`config.mk`:
```
export PLATFORM = sky130hd
export DESIGN_NAME = cp0_ext
export DESIGN_NICKNAME = d
export VERILOG_FILES = /design/src/rtl/cp0_ext.sv
export SDC_FILE = /design/constraint.sdc
export NUM_CORES = 1
export LEC_CHECK = 0
export CAP_MARGIN = 20
export CELL_PAD_IN_SITES_DETAIL_PLACEMENT = 0
export CELL_PAD_IN_SITES_GLOBAL_PLACEMENT = 1
export CORE_AREA = 2 2 96 167
export CTS_BUF_LIST = sky130_fd_sc_hd__clkbuf_8
export CTS_CLUSTER_DIAMETER = 40
export DETAILED_ROUTE_END_ITERATION = 7
export DIE_AREA = 0 0 98 169
export PLACE_DENSITY = 0.79
export SLEW_MARGIN = 5
export SYNTH_ARGS = -nofsm -noshare
export SYNTH_HDL_FRONTEND = slang
export SYNTH_SLANG_ARGS = --single-unit
```
`constraint.sdc`:
```
create_clock -name clk -period 2 [get_ports clk]
set_input_delay 0.4 -clock clk [delete_from_list [all_inputs] [get_ports clk]]
set_output_delay 0.4 -clock clk [all_outputs]
set_load 0.02 [all_outputs]
```
`src/rtl/cp0_ext.sv`:
```
// Coprocessor 0 beside the M stage: exception/interrupt entry, EPC/BadVAddr capture, SR/Cause.
// Optional Count/Compare interval timer compiled in with `define CP0_TIMER_EN.
module cp0_ext #(
  parameter int unsigned HWINT_W        = 6,
  parameter logic [31:0] PRID           = 32'h2237_3053,
  parameter int unsigned COUNT_DIV_LOG2 = 0
) (
  input  logic               clk,
  input  logic               reset,
  input  logic               we,
  input  logic [31:0]        cp0_in,
  input  logic [4:0]         reg_wa,
  input  logic [4:0]         reg_ra,
  input  logic [HWINT_W-1:0] hwint,
  input  logic [31:0]        pc,
  input  logic               bd_in,
  input  logic               exl_clr,
  input  logic [4:0]         exc_code_in,
  input  logic [31:0]        bad_vaddr_in,
  output logic               req,
  output logic [31:0]        cp0_out,
  output logic [31:0]        epc_out
);

  localparam int unsigned IP_LSB = 10;

  localparam logic [4:0] A_BADVADDR = 5'd8;
  localparam logic [4:0] A_COUNT    = 5'd9;
  localparam logic [4:0] A_COMPARE  = 5'd11;
  localparam logic [4:0] A_SR       = 5'd12;
  localparam logic [4:0] A_CAUSE    = 5'd13;
  localparam logic [4:0] A_EPC      = 5'd14;
  localparam logic [4:0] A_PRID     = 5'd15;

  localparam logic [4:0] EXC_NONE = 5'h1F;
  localparam logic [4:0] EXC_ADEL = 5'd4;
  localparam logic [4:0] EXC_ADES = 5'd5;

  // Elaboration-time parameter range checks
  if (HWINT_W < 1 || HWINT_W > 6) begin : g_bad_hwint_w
    $error("cp0_ext: HWINT_W must be in 1..6");
  end
  if (COUNT_DIV_LOG2 > 30) begin : g_bad_div
    $error("cp0_ext: COUNT_DIV_LOG2 too large");
  end

  // Architectural state
  logic [HWINT_W-1:0] sr_im;
  logic               sr_exl;
  logic               sr_ie;
  logic               cause_bd;
  logic [HWINT_W-1:0] cause_ip;
  logic [4:0]         cause_exc;
  logic [31:0]        epc;
  logic [31:0]        bad_vaddr;

  logic               ti;
  logic [31:0]        count_rd;
  logic [31:0]        compare_rd;

  logic [HWINT_W-1:0] ip_eff;
  logic               int_req;
  logic               exc_req;
  logic               exc_valid;
  logic               wr_ok;
  logic [31:0]        epc_addr;
  logic [31:0]        epc_next;

  // Timer interrupt shares the highest hardware line
  always_comb begin
    ip_eff            = hwint;
    ip_eff[HWINT_W-1] = hwint[HWINT_W-1] | ti;
  end

  assign exc_valid = (exc_code_in != EXC_NONE) && (exc_code_in != 5'd0);
  assign int_req   = (|(ip_eff & sr_im)) & sr_ie & ~sr_exl;
  assign exc_req   = exc_valid & ~sr_exl;
  assign req       = int_req | exc_req;
  assign wr_ok     = we & ~req;

  assign epc_addr = bd_in ? (pc - 32'd4) : pc;
  assign epc_next = epc_addr & ~32'h3;

  // Exception entry, eret, and mtc0 to SR/EPC
  always_ff @(posedge clk or negedge reset) begin
    if (!reset) begin
      sr_im     <= '0;
      sr_exl    <= 1'b0;
      sr_ie     <= 1'b0;
      cause_bd  <= 1'b0;
      cause_ip  <= '0;
      cause_exc <= 5'd0;
      epc       <= 32'd0;
      bad_vaddr <= 32'd0;
    end else begin
      cause_ip <= hwint;
      if (req) begin
        cause_exc <= int_req ? 5'd0 : exc_code_in;
        sr_exl    <= 1'b1;
        cause_bd  <= bd_in;
        epc       <= epc_next;
        if (!int_req && (exc_code_in == EXC_ADEL || exc_code_in == EXC_ADES)) begin
          bad_vaddr <= bad_vaddr_in;
        end
      end else begin
        if (exl_clr) begin
          sr_exl <= 1'b0;
        end
        if (we) begin
          case (reg_wa)
            A_SR: begin
              sr_im  <= cp0_in[IP_LSB +: HWINT_W];
              sr_exl <= cp0_in[1];
              sr_ie  <= cp0_in[0];
            end
            A_EPC:   epc <= cp0_in;
            default: ;
          endcase
        end
      end
    end
  end

`ifdef CP0_TIMER_EN
  logic [31:0] count;
  logic [31:0] compare;
  logic [31:0] count_inc;
  logic        tick;
  logic        count_wr;
  logic        compare_wr;

  assign count_wr   = wr_ok && (reg_wa == A_COUNT);
  assign compare_wr = wr_ok && (reg_wa == A_COMPARE);
  assign count_inc  = count + 32'd1;

  // Prescaler: divide-by-one needs no flops
  if (COUNT_DIV_LOG2 == 0) begin : g_nodiv
    assign tick = 1'b1;
  end else begin : g_div
    localparam int unsigned PW = COUNT_DIV_LOG2;
    logic [PW-1:0] prescaler;
    always_ff @(posedge clk or negedge reset) begin
      if (!reset) begin
        prescaler <= '0;
      end else if (count_wr) begin
        prescaler <= '0;
      end else begin
        prescaler <= prescaler + PW'(1);
      end
    end
    assign tick = &prescaler;
  end

  // Count/Compare and sticky TI; a Compare write clears TI over a same-edge match
  always_ff @(posedge clk or negedge reset) begin
    if (!reset) begin
      count   <= 32'd0;
      compare <= 32'd0;
      ti      <= 1'b0;
    end else begin
      if (count_wr) begin
        count <= cp0_in;
      end else if (tick) begin
        count <= count_inc;
      end
      if (compare_wr) begin
        compare <= cp0_in;
      end
      if (compare_wr) begin
        ti <= 1'b0;
      end else if (tick && !count_wr && (count_inc == compare)) begin
        ti <= 1'b1;
      end
    end
  end

  assign count_rd   = count;
  assign compare_rd = compare;
`else
  assign ti         = 1'b0;
  assign count_rd   = 32'd0;
  assign compare_rd = 32'd0;
`endif

  // mfc0 read mux
  always_comb begin
    logic [31:0] sr_val;
    logic [31:0] cause_val;
    sr_val                       = 32'd0;
    sr_val[IP_LSB +: HWINT_W]    = sr_im;
    sr_val[1]                    = sr_exl;
    sr_val[0]                    = sr_ie;
    cause_val                    = 32'd0;
    cause_val[31]                = cause_bd;
    cause_val[30]                = ti;
    cause_val[IP_LSB +: HWINT_W] = cause_ip;
    cause_val[6:2]               = cause_exc;
    case (reg_ra)
      A_BADVADDR: cp0_out = bad_vaddr;
      A_COUNT:    cp0_out = count_rd;
      A_COMPARE:  cp0_out = compare_rd;
      A_SR:       cp0_out = sr_val;
      A_CAUSE:    cp0_out = cause_val;
      A_EPC:      cp0_out = epc;
      A_PRID:     cp0_out = PRID;
      default:    cp0_out = 32'd0;
    endcase
  end

  assign epc_out = epc;

endmodule

```
==> results.sh <==
export IMPL_worstPathMaxFanout=4
export IMPL_p_leak_nw=3.81
export IMPL_grt_max_degree=56
export IMPL_die_y_um=169
export IMPL_fin_total_pwr_mw=7.48
export IMPL_dp_hpwl_um=12400
export IMPL_power_density_mw_per_mm2=944
export IMPL_coreArea_mm2=0.0152
export IMPL_r2r_end="sr_im[0]$_DFFE_PN0P_"
export IMPL_cp_num_buf_inv=4
export IMPL_syn_to_final_growth_pct=76.7
export IMPL_hold_path_class="in2reg"
export IMPL_drc_errors=0
export IMPL_ioPinCount=187
export IMPL_clk_pin_slew_ps=90
export IMPL_fmax_mhz=458
export IMPL_synth_top_family_by_area="multiplexers"
export IMPL_routed_wl_um=17300
export IMPL_placementRows=60
export IMPL_finalSetupTns_ps=-5230
export IMPL_critPathTopFamily="buffers and inverters"
export IMPL_crit_slowest_cell="clkdlybuf4s50_1"
export IMPL_maxCapViolCount=0
export IMPL_fin_ws_ps=-183
export IMPL_cts_tree="built"
export IMPL_cts_root_buf="clkbuf_8"
export IMPL_crit_type="in2out"
export IMPL_cts_buffers=9
export IMPL_slowest_delay_ps=440
export IMPL_grt_ovfl_total=0
export IMPL_synth_xor_area_share_pct=4.88
export IMPL_drv_slew=0
export IMPL_synthesis_area_mm2=0.00449
export IMPL_skew_ps=11.2
export IMPL_nets=802
export IMPL_status="finished with violations"
export IMPL_worst_pin_slew_ps=430
export IMPL_rr_startpoint="sr_im[1]$_DFFE_PN0P_"
export IMPL_start_util_pct=29.4
export IMPL_fin_hold_ws_ps=285
export IMPL_clk_latency_ps=360
export IMPL_clock_sinks=84
export IMPL_crit_path_start="hwint[5]"
export IMPL_htreeDepth=3
export IMPL_crit_end="req"
export IMPL_synth_cell_types=45
export IMPL_violations="setup timing"
export IMPL_ys_ff_latch=84
export IMPL_vias=4449
export IMPL_vias_per_cell=5.09
export IMPL_gp_congestion=0.873
export IMPL_synth_cells=402
export IMPL_relSlewSlack_pct=71.4
export IMPL_synth_adder_area_share_pct=0.279
export IMPL_crit_cells=7
export IMPL_fin_crit_sh_pct=109
export IMPL_syn_avg_cell_area_um2=11.2
export IMPL_required_ps=1600
export IMPL_synth_nets=525
export IMPL_ys_seq_area_share_pct=46.8
export IMPL_clockBufferDepth=2
export IMPL_end_kind="primary output"
export IMPL_synthSimpleGateAreaFrac_pct=12.3
export IMPL_rsz0062_at_grt="yes"
export IMPL_drt_pass1_iterations=5
export IMPL_arrival_ps=1780
export IMPL_grt_pass1_vias=4797
export IMPL_ant_nets=0
export IMPL_synth_compound_area_share_pct=11.3
export IMPL_regToRegSetupSlack_ps=-140
export IMPL_wl_per_cell_um=19.8
export IMPL_die_w_um=98
export IMPL_hold_violations=0
export IMPL_final_core_util_pct=52.0
export IMPL_dieArea_mm2=0.0166
export IMPL_fin_crit_ps=2180
export IMPL_synthMuxAreaShare_pct=21.4
export IMPL_place_ws_ps=-881
export IMPL_yosys_warnings=0
export IMPL_grt_pass1_wl_um=26100
export IMPL_critPathLaunchType="input port"
export IMPL_reg2regPathDepth=9
export IMPL_ir_drop_mv=0.554
export IMPL_drt_iter0_drc=142
export IMPL_drive_above_1_share_pct=35.8
export IMPL_antenna_found_initial=4
export IMPL_grt_usage_pct=20.6
export IMPL_crit_chain="clkdlybuf4s50_1 > a22o_1 > o31ai_4 > buf_4 > o22a_4 > inv_4 > buf_6"
export IMPL_io_buffers=184
export IMPL_setup_viol_count_final=46
-- where the power goes --
part | switching [mW] | internal [mW]
sequential | 0.588 | 2.43
combinational | 1.43 | 1.79
clock | 0.663 | 0.586
total | 2.68 | 4.80
-- worst min path at each step --
stage | from | endpoint | cells after the start
2_1_floorplan | reset | bad_vaddr[0]$_DFFE_PN0P_ | 0
3_5_place_dp | reset | bad_vaddr[8]$_DFFE_PN0P_ | 1
5_1_grt | hwint[3] | cause_ip[3]$_DFF_PN0_ | 1
6_report | hwint[3] | cause_ip[3]$_DFF_PN0_ | 1
3_3_place_gp | reset | bad_vaddr[7]$_DFFE_PN0P_ | 1
4_1_cts | hwint[3] | cause_ip[3]$_DFF_PN0_ | 1
-- routing by layer --
metal / vias up / track usage, % / part of all wire (%)
li1: 2058 / - / -
met1: 2216 / 21.3 / 36
met2: 147 / 38.9 / 57
met3: 28 / 3.63 / 4.4
met4: 0 / 11.0 / 3.3
met5: - / 0 / 0
-- per-stage QoR --
step | instance area, um2 | std cells
after CTS | 7800 | 870
after global placement | 7330 | 840
after detailed placement | 7330 | 840
after floorplan | 4540 | 402
final | 7930 | 874
after global routing | 7930 | 873
-- cell usage in the layout (no fill, tap or decap), types with 10 or more instances in the layout --
cell type / Yosys / routed
a22o_1: 19 / 19
a22oi_1: 21 / 19
buf_12: 0 / 11
buf_2: 3 / 14
buf_4: 0 / 86
buf_6: 0 / 31
clkbuf_8: 0 / 10
clkdlybuf4s50_1: 0 / 125
dfrtp_1: 84 / 84
mux2_2: 40 / 33
mux2i_1: 51 / 51
nand2_1: 32 / 26
nor2_1: 11 / 11
nor3_1: 13 / 10
xnor2_1: 18 / 18
-- timing repair --
item / CTS / global route
cloned: 5 / 0
pin swaps: 27 / 25
hold buffers: 1 / 0
endpoints found under the setup margin: 104 / 82
resized for setup: 265 / 38
buffers inserted: 8 / 3
hold endpoints to repair: 29 / 0
-- sequential cells by signal (all words and copies together) (netlist names) --
register / count
bad_vaddr: 32
epc_out: 32
cause_ip: 6
sr_im: 6
cause_exc: 5
cause_bd: 1
sr_exl: 1
sr_ie: 1
-- cell usage after synthesis (all sizes together) --
master	instances	area (um2)
o211ai	1	7.51
or4	4	37.5
and4b	1	10.0
o41ai	1	8.76
xnor2	18	158
nor3b	3	27.5
nand3b	1	7.51
nor2b	1	6.26
nand2	32	120
or4b	1	13.8
nor4b	1	8.76
a21oi	2	10.0
nand4	3	18.8
a21o	1	7.51
and4bb	1	12.5
xor2	7	61.3
o22a	1	8.76
nor4	12	75.1
ha	1	12.5
mux2i	51	510
nand3	8	40.0
o31ai	1	7.51
a41oi	1	8.76
nor3	14	75.1
mux2	40	450
nor2	11	41.3
a22oi	21	158
buf	10	41.3
a222oi	6	60.1
and2	1	6.26
o311ai	1	8.76
o41a	1	11.3
clkbuf	14	52.6
or2	2	12.5
or3	5	31.3
a22o	19	166
inv	10	37.5
nand4b	1	8.76
o21ai	9	45.0
dfrtp	84	2100
-- area by class of cell --
cell class | instances | area [um2]
well taps | 186 | 233
clock buffers | 9 | 124
repair buffers | 290 | 2830
fillers | 1346 | 7310
flip-flops and latches | 84 | 2100
inverters | 10 | 40.0
diodes | 4 | 10.0
multi-input cells | 284 | 2510
clock inverters | 7 | 73.8
-- cells by family after synthesis --
| logic type | count (synthesis) |
|---|---|
| fa+ha+maj | 1 |
| simple gates | 102 |
| xor+xnor | 25 |
| buf+inv | 34 |
| mux | 91 |
| compound gates | 65 |
| flops | 84 |
No activity file was read; power rests on OpenSTA's default activity.
